`config.mk`:
```
export PLATFORM = sky130hd
export DESIGN_NAME = band_mix_seq
export DESIGN_NICKNAME = d
export VERILOG_FILES = /design/src/rtl/band_mix_pkg.sv /design/src/rtl/sat_clamp.sv /design/src/rtl/band_mix_seq.sv
export SDC_FILE = /design/constraint.sdc
export NUM_CORES = 1
export LEC_CHECK = 0
export BUFFER_PORTS_ARGS = -buffer_cell sky130_fd_sc_hd__buf_2
export CAP_MARGIN = 20
export CELL_PAD_IN_SITES_DETAIL_PLACEMENT = 1
export CELL_PAD_IN_SITES_GLOBAL_PLACEMENT = 2
export CORE_UTILIZATION = 36
export DETAILED_ROUTE_END_ITERATION = 12
export GPL_TIMING_DRIVEN = 1
export PLACE_DENSITY_LB_ADDON = 0.1
export SLEW_MARGIN = 40
export SYNTH_ARGS = -nofsm -noshare
export SYNTH_HDL_FRONTEND = slang
export SYNTH_SLANG_ARGS = --single-unit
```
`constraint.sdc`:
```
create_clock -name clk -period 4.2 [get_ports clk]
set_input_delay 0.42 -clock clk [delete_from_list [all_inputs] [get_ports clk]]
set_output_delay 0.42 -clock clk [all_outputs]
set_load 0.01 [all_outputs]
```
`src/rtl/band_mix_pkg.sv`:
```
`default_nettype none
// +------------------------------------------------------------------+
// | band_mix_pkg : shared FSM encoding and accumulator width helper  |
// | Revision     : 1.0                                               |
// +------------------------------------------------------------------+
package band_mix_pkg;

  localparam logic [1:0] C_ST_IDLE  = 2'd0;
  localparam logic [1:0] C_ST_ACCUM = 2'd1;
  localparam logic [1:0] C_ST_DONE  = 2'd2;

  typedef enum logic [1:0] {
    ST_IDLE  = C_ST_IDLE,
    ST_ACCUM = C_ST_ACCUM,
    ST_DONE  = C_ST_DONE
  } state_e;

  // Wide enough that summing every band at full scale can never wrap.
  function automatic int acc_width(input int data_w, input int num_bands);
    return data_w + $clog2(num_bands) + 1;
  endfunction

endpackage
`default_nettype wire

```
`src/rtl/sat_clamp.sv`:
```
`default_nettype none
// +------------------------------------------------------------------+
// | sat_clamp : signed saturating narrow from IN_W to OUT_W bits     |
// | Revision  : 1.0                                                  |
// +------------------------------------------------------------------+
module sat_clamp #(
  parameter int IN_W  = 20,
  parameter int OUT_W = 16
) (
  input  logic [IN_W-1:0]  din_i,
  output logic [OUT_W-1:0] dout_o,
  output logic             sat_o
);

  localparam int C_HEAD_W = IN_W - OUT_W + 1;

  logic [C_HEAD_W-1:0] w_head;
  logic                w_fits;

  // Value fits when every bit above the output sign bit matches it.
  assign w_head = din_i[IN_W-1:OUT_W-1];
  assign w_fits = (w_head == '0) || (w_head == '1);

  always_comb begin
    dout_o = din_i[OUT_W-1:0];
    sat_o  = 1'b0;
    if (!w_fits) begin
      sat_o  = 1'b1;
      dout_o = din_i[IN_W-1] ? {1'b1, {(OUT_W-1){1'b0}}}
                             : {1'b0, {(OUT_W-1){1'b1}}};
    end
  end

endmodule
`default_nettype wire

```
`src/rtl/band_mix_seq.sv`:
```
`default_nettype none
// +------------------------------------------------------------------+
// | band_mix_seq : sequential one-band-per-cycle saturating mixer    |
// | Revision     : 1.0                                               |
// +------------------------------------------------------------------+
module band_mix_seq
  import band_mix_pkg::*;
#(
  parameter int NUM_BANDS = 5,
  parameter int DATA_W    = 16
) (
  input  logic                        clk,
  input  logic                        rst_n,
  input  logic [NUM_BANDS*DATA_W-1:0] bands_in,
  input  logic [NUM_BANDS-1:0]        band_en,
  input  logic                        in_valid,
  output logic                        in_ready,
  output logic [DATA_W-1:0]           out,
  output logic                        out_valid,
  input  logic                        out_ready,
  output logic                        sat_flag,
  input  logic                        sat_clr
);

  localparam int ACC_W = acc_width(DATA_W, NUM_BANDS);
  localparam int IDX_W = $clog2(NUM_BANDS + 1);
  // Index value meaning "every band has been added".
  localparam logic [IDX_W-1:0] C_IDX_END = IDX_W'(NUM_BANDS);

  state_e                      state_q, state_d;
  logic [NUM_BANDS*DATA_W-1:0] bands_q, bands_d;
  logic [NUM_BANDS-1:0]        en_q, en_d;
  logic [ACC_W-1:0]            acc_q, acc_d;
  logic [IDX_W-1:0]            idx_q, idx_d;
  logic [DATA_W-1:0]           out_q, out_d;
  logic                        out_valid_q, out_valid_d;
  logic                        sat_q, sat_d;

  logic [ACC_W-1:0]            w_addend;
  logic [DATA_W-1:0]           w_clamped;
  logic                        w_sat;

  always_comb begin
    w_addend = '0;
    for (int k = 0; k < NUM_BANDS; k++) begin
      if ((idx_q == IDX_W'(k)) && en_q[k]) begin
        w_addend = {{(ACC_W-DATA_W){bands_q[k*DATA_W+DATA_W-1]}},
                    bands_q[k*DATA_W +: DATA_W]};
      end
    end
  end

  sat_clamp #(
    .IN_W  (ACC_W),
    .OUT_W (DATA_W)
  ) u_clamp (
    .din_i  (acc_q),
    .dout_o (w_clamped),
    .sat_o  (w_sat)
  );

  always_comb begin
    state_d     = state_q;
    bands_d     = bands_q;
    en_d        = en_q;
    acc_d       = acc_q;
    idx_d       = idx_q;
    out_d       = out_q;
    out_valid_d = out_valid_q;
    sat_d       = sat_q & ~sat_clr;
    case (state_q)
      ST_IDLE: begin
        if (in_valid) begin
          bands_d = bands_in;
          en_d    = band_en;
          acc_d   = '0;
          idx_d   = '0;
          state_d = ST_ACCUM;
        end
      end
      ST_ACCUM: begin
        if (idx_q == C_IDX_END) begin
          out_d       = w_clamped;
          out_valid_d = 1'b1;
          sat_d       = sat_d | w_sat;
          state_d     = ST_DONE;
        end else begin
          acc_d = acc_q + w_addend;
          idx_d = idx_q + IDX_W'(1);
        end
      end
      ST_DONE: begin
        if (out_valid_q && out_ready) begin
          out_valid_d = 1'b0;
          state_d     = ST_IDLE;
        end
      end
      default: state_d = ST_IDLE;
    endcase
  end

  always_ff @(posedge clk or negedge rst_n) begin
    if (!rst_n) begin
      state_q     <= ST_IDLE;
      bands_q     <= '0;
      en_q        <= '0;
      acc_q       <= '0;
      idx_q       <= '0;
      out_q       <= '0;
      out_valid_q <= 1'b0;
      sat_q       <= 1'b0;
    end else begin
      state_q     <= state_d;
      bands_q     <= bands_d;
      en_q        <= en_d;
      acc_q       <= acc_d;
      idx_q       <= idx_d;
      out_q       <= out_d;
      out_valid_q <= out_valid_d;
      sat_q       <= sat_d;
    end
  end

  assign in_ready  = (state_q == ST_IDLE);
  assign out       = out_q;
  assign out_valid = out_valid_q;
  assign sat_flag  = sat_q;

endmodule
`default_nettype wire

```
# Word level (Yosys, flattened, before mapping)
# Cells that the tools add are included.
# word_totals
register_bits	128
# op_classes
mux	23
reduce_logical	17
bitwise	3
addsub	2
n_eq_ne	12
# ops
op	n
20-bit 2-to-1 mux	7
20-bit one-hot mux with 2 select lines	1
16-bit 2-to-1 mux	2
20-bit adder	1
3-bit AND reduction	3
2-bit != test, second input constant	4
3-bit by 2-bit == test with 1-bit output, second input constant	2
3-bit == test, second input constant	2
1-bit logical AND	6
2-bit 2-to-1 mux	3
3-bit 2-to-1 mux	2
2-bit one-hot mux with 3 select lines	1
3-bit one-hot mux with 2 select lines	1
5-bit == test, second input constant	1
5-bit zero test	1
1-bit 2-to-1 mux	5
2-bit AND reduction	2
2-bit nonzero test	2
3-bit by 1-bit adder with 3-bit output, second input constant	1
3-bit by 1-bit == test with 1-bit output, second input constant	1
3-bit zero test	1
2-bit by 1-bit == test with 1-bit output, second input constant	1
2-bit == test, second input constant	1
2-bit zero test	1
5 further kinds	5

# Logic depth before layout (Yosys ltp)
# depth
ltp_word	10
ltp_mapped	18
mapped_depth_nobuf	18

# Hierarchy
# Synthesis repeated with hierarchy kept, for this count alone.
# unflattened
hier_cells	805
area_unflattened_um2	6939.2
# modules_own_cells
mod	area_each_um2	n_inst	seq_area_each_um2	cells_per_inst
band_mix_seq	6432.4	1	3203.1	741
sat_clamp	506.7	1	0.0	64

# Least setup slack after synthesis
# No wires, ideal clock.
# synth_timing
path_type	flip-flop to flip-flop
from	register idx_q[0]
to	register acc_q[12]
synth_period_minus_slack_ps	3721
t_required_ps	4078
stages_incl_launch_ff	18
t_arrival_ps	3600
setup_slack_ps	479
path_cell_list	dfrtp_1 inv_1 ha_1 nand2_1 a211oi_2 clkbuf_1 a221oi_1 nor3_1 a21oi_1 o21ai_0 ha_1 a21oi_1 a21oi_1 o221a_2 o211a_1 o21a_1 or3_1 a32o_1
# synth_via
elab_chain_len	10
elab_cells_between_ends	21
cone_classes	add/sub: 1; eq/ne: 6; mux: 7; reduce/logical: 7
# synth_lines
item	line	source
from (decl)	band_mix_seq.sv:34	logic [IDX_W-1:0] idx_q, idx_d;
from (signal assigned)	band_mix_seq.sv:117	idx_q <= idx_d;
3-bit zero test	band_mix_seq.sv:46	if ((idx_q == IDX_W'(k)) && en_q[k]) begin
1-bit logical AND	band_mix_seq.sv:46	
20-bit 2-to-1 mux (5 in a row)	band_mix_seq.sv:46	
20-bit adder	band_mix_seq.sv:88	acc_d = acc_q + w_addend;
20-bit 2-to-1 mux	band_mix_seq.sv:82	if (idx_q == C_IDX_END) begin
20-bit one-hot mux with 2 select lines	band_mix_seq.sv:71	case (state_q)
to (signal assigned)	band_mix_seq.sv:107	acc_q <= '0;
to (signal assigned)	band_mix_seq.sv:116	acc_q <= acc_d;
to (decl)	band_mix_seq.sv:33	logic [ACC_W-1:0] acc_q, acc_d;
# Parallel ways exist; a longest one is shown, timed or not. The select of a mux whose other input is x is not followed.
# A chain may end at the register's enable or synchronous reset.

# Worst setup path after layout
# layout_timing
from	register idx_q[1]
to	register acc_q[19]
# Same word-level chain as after synthesis.

==> metrics.csv <==
stage,metric,value,unit
global_routing,grt_max_degree,64,
power_and_ir_drop,clkPwrFrac,0.220,
synthesis,yosysTopAreaCell,dfrtp_1,
clock_tree,clk_path_buf_depth,2,
synthesis,yosys.cell_count.top_type,dfrtp_1,
power_and_ir_drop,total_power,0.00694,W
clock_tree,h-tree-depth,4,
floorplanning,initial_utilization,0.370,
worst_setup_path,path_max_fanout,16,
timing,grt_setup_unrepaired,no,
detailed_routing,via_per_inst,5.22,
place,gp_routability_congestion,0.819,
detailed_routing,drcViolationCount,0,
timing,slew_violations,0,
detailed_routing,initialDrtViolationCount,156,
clock_tree,root_buffer,clkbuf_16,
worst_setup_path,start_kind,flop,
timing,fmax,0.251,GHz
worst_setup_path,critPathBufInv,3,
finish,nets,824,
synthesis,synth_commonest_cells,"128 x dfrtp_1, 87 x mux2_2, 58 x nand2_1",
floorplanning,coreArea,17300,um^2
synthesis,ys_ff_latch,128,
place,dp.final_hpwl,12500,um
global_routing,grt_usage,0.204,
synthesis,syn-num-nets,714,
power_and_ir_drop,powerDensity,883,nW/um^2
timing,min_period,3980,ps
detailed_routing,wire_per_inst,18.1,um
global_routing,grt_pass1_wl,28300,um
place,placedCellCount,913,
synthesis,syn-cell-area,6400,um^2
power_and_ir_drop,switching_share,0.387,
timing,min_period_over_period,0.947,
power_and_ir_drop,p_leak,3.59,nW
synthesis,avgSynthCellArea,10.7,um^2
finish,regArea,3200,um^2
timing,skew,11.4,ps
worst_setup_path,path_delay_family,compound AO/OA/AOI/OAI gates,
power_and_ir_drop,peakVddDrop,343,uV
clock_tree,cts_buffers,17,
clock_tree,cts_hold_buf,0,
synthesis,synth-warning-count,0,
power_and_ir_drop,p_int,0.00425,W
detailed_routing,drt-total-wl,17100,um
finish,n_antenna_cell,0,
clock_tree,cts_setup_buffers,0,
clock_tree,cts_sinks,128,
synthesis,syn_inst,597,
power_and_ir_drop,switchingPower,0.00269,W
clock_tree,clkSlewWorstSetupHoldPaths,60,ps
timing,relSlewSlack,0.480,
worst_setup_path,cp_common_cell,ha_1,
timing,hold_viol,3,
global_routing,grt_pass1_vias,5332,
finish,area_growth,23.0,%
synthesis,synth-edff-count,0,
worst_setup_path,cp.required,4500,ps
power_and_ir_drop,combinationalPowerShare,0.451,
synthesis,synth.area.top_cells,"dfrtp_1 50%, mux2_2 15%, ha_1 5.1%",
worst_setup_path,cp_slowest_cell,dfrtp_1,
floorplanning,dieArea,18300,um^2
floorplanning,num_io_pins,109,
floorplanning,die_h,135,um
power_and_ir_drop,power_frac_seq,0.329,
worst_setup_path,endpoint_kind,flop,
synthesis,synth_cell_type_count,49,
timing,finalSetupViolCount,0,
finish,final_util,0.455,
synthesis,netlist.area_leader.share,0.501,
timing,worst_pin_slew,781,ps
worst_setup_path,path_cells,inv_1 -> ha_1 -> a211oi_2 -> buf_12 -> a22oi_1 -> nor2_1 -> a21oi_1 -> o21ai_0 -> buf_4 -> mux2_2 -> ha_1 -> a21o_1 -> a221o_1 -> nor3b_1 -> o31a_1 -> o31ai_2 -> o211ai_1 -> mux2i_1,
place,portBuffers,108,
global_routing,overflow,0,
worst_hold_path,hold_class,primary input to async pin,
worst_setup_path,cp.arrival,4280,ps
finish,fill_cells,1923,
worst_setup_path,path_class,flop to flop,
synthesis,seq_area_frac_synth,0.501,
synthesis,async_flop_share,1.00,
detailed_routing,vias,4929,
finish,multi_input_area,3080,um^2
clock_tree,cts_tree,yes,
worst_setup_path,max_stage_delay,410,ps
floorplanning,die_x,135,um
timing,hold_ws,-20.4,ps
clock_tree,insertion_delay,420,ps
detailed_routing,ant_nets,0,
flow_run,cap_violations,0,
global_routing,grt_antenna_before_repair,0,
floorplanning,num_rows,48,
synthesis,synth_ff_type,dfrtp_1,
finish,stdcell_count,945,
detailed_routing,drt_first_pass_iters,4,
finish,drive_gt1_frac,0.349,
status,status,"complete, but fails checks",
status,violations,hold timing,
-- cell families after synthesis --
group / share of synthesized area
mux: 0.158
compound gates: 0.128
flops: 0.501
simple gates: 0.116
fa+ha+maj: 0.0540
xor+xnor: 0.0192
buf+inv: 0.0239
-- power groups by stage --
stage | clock network (W) | logic (W) | registers (W)
5_1_grt | 0.00162 | 0.00352 | 0.00238
4_1_cts | 0.00157 | 0.00315 | 0.00230
2_1_floorplan | 0 | 0.00226 | 0.00219
6_report | 0.00152 | 0.00313 | 0.00229
3_3_place_gp | 0 | 0.00301 | 0.00229
3_5_place_dp | 0 | 0.00312 | 0.00232
-- worst register-to-register path, stage by stage (launching register included) --
cell      delay (ps)
dfrtp_1          410
inv_1            100
ha_1             260
a211oi_2         120
buf_12           160
a22oi_1          190
nor2_1            60
a21oi_1          160
o21ai_0          110
buf_4            140
mux2_2           250
ha_1             270
a21o_1           190
a221o_1          370
nor3b_1          190
o31a_1           300
o31ai_2          250
o211ai_1         160
mux2i_1          140
-- per-layer routing --
metal,GRT usage,part of all wire,vias up
li1,-,-,2361
met1,0.273,0.48,2451
met2,0.328,0.47,97
met3,0.0423,0.037,20
met4,0.0662,0.014,0
met5,0,0,-
-- state kept, by name (all words and copies together) (netlist names) --
name,count
bands_q,80
acc_q,20
out,16
en_q,5
idx_q,3
state_q,2
out_valid,1
sat_flag,1
-- cell usage in the layout (no fill, tap or decap), types with 16 or more instances in the layout --
cell type	Yosys	routed
mux2_2	87	87
a21oi_1	42	41
nand2_1	58	58
nor3_1	16	16
buf_2	5	107
clkbuf_16	0	17
o21ai_0	38	36
dfrtp_1	128	128
ha_1	26	26
nor2_1	57	56
-- final timing paths --
| kind | startpoint | end | slack, ps | depth (start not counted) |
|---|---|---|---|---|
| setup / recovery | idx_q[1] | acc_q[19] | 220 | 18 |
| hold / removal | rst_n | out_valid | -20 | 1 |
| setup reg to reg | idx_q[1] | acc_q[19] | 220 | 18 |
| hold reg to reg | out[11] | out[11] | 500 | 2 |
| max in group asynchronous | rst_n | bands_q[47] | 3300 | 2 |
| min in group clk | sat_clr | sat_flag | 180 | 2 |
-- layout make-up --
cell class,count,share of cell area
flip-flops and latches,128,0.407
multi-input cells,430,0.392
repair buffers,120,0.0826
clock buffers,18,0.0546
well taps,225,0.0358
clock inverters,14,0.0231
inverters,10,0.00477
-- through the flow --
stage	TNS (ps)	hold WS, ps	area [um^2]	setup WS (ps)
global placement	0	485	7210	129
floorplan	0	124	6400	479
CTS	0	4.34	7840	120
detailed placement	-105	460	7230	-53.4
global route	0	34.8	7870	22.5
finish	0	-20.4	7870	221
-- repair_timing --
item                                    4_1_cts  5_1_grt
endpoints found under the setup margin        3        7
pin swaps                                     0        1
gates resized for setup                       1        7
(Power assumes the default switching activity.)
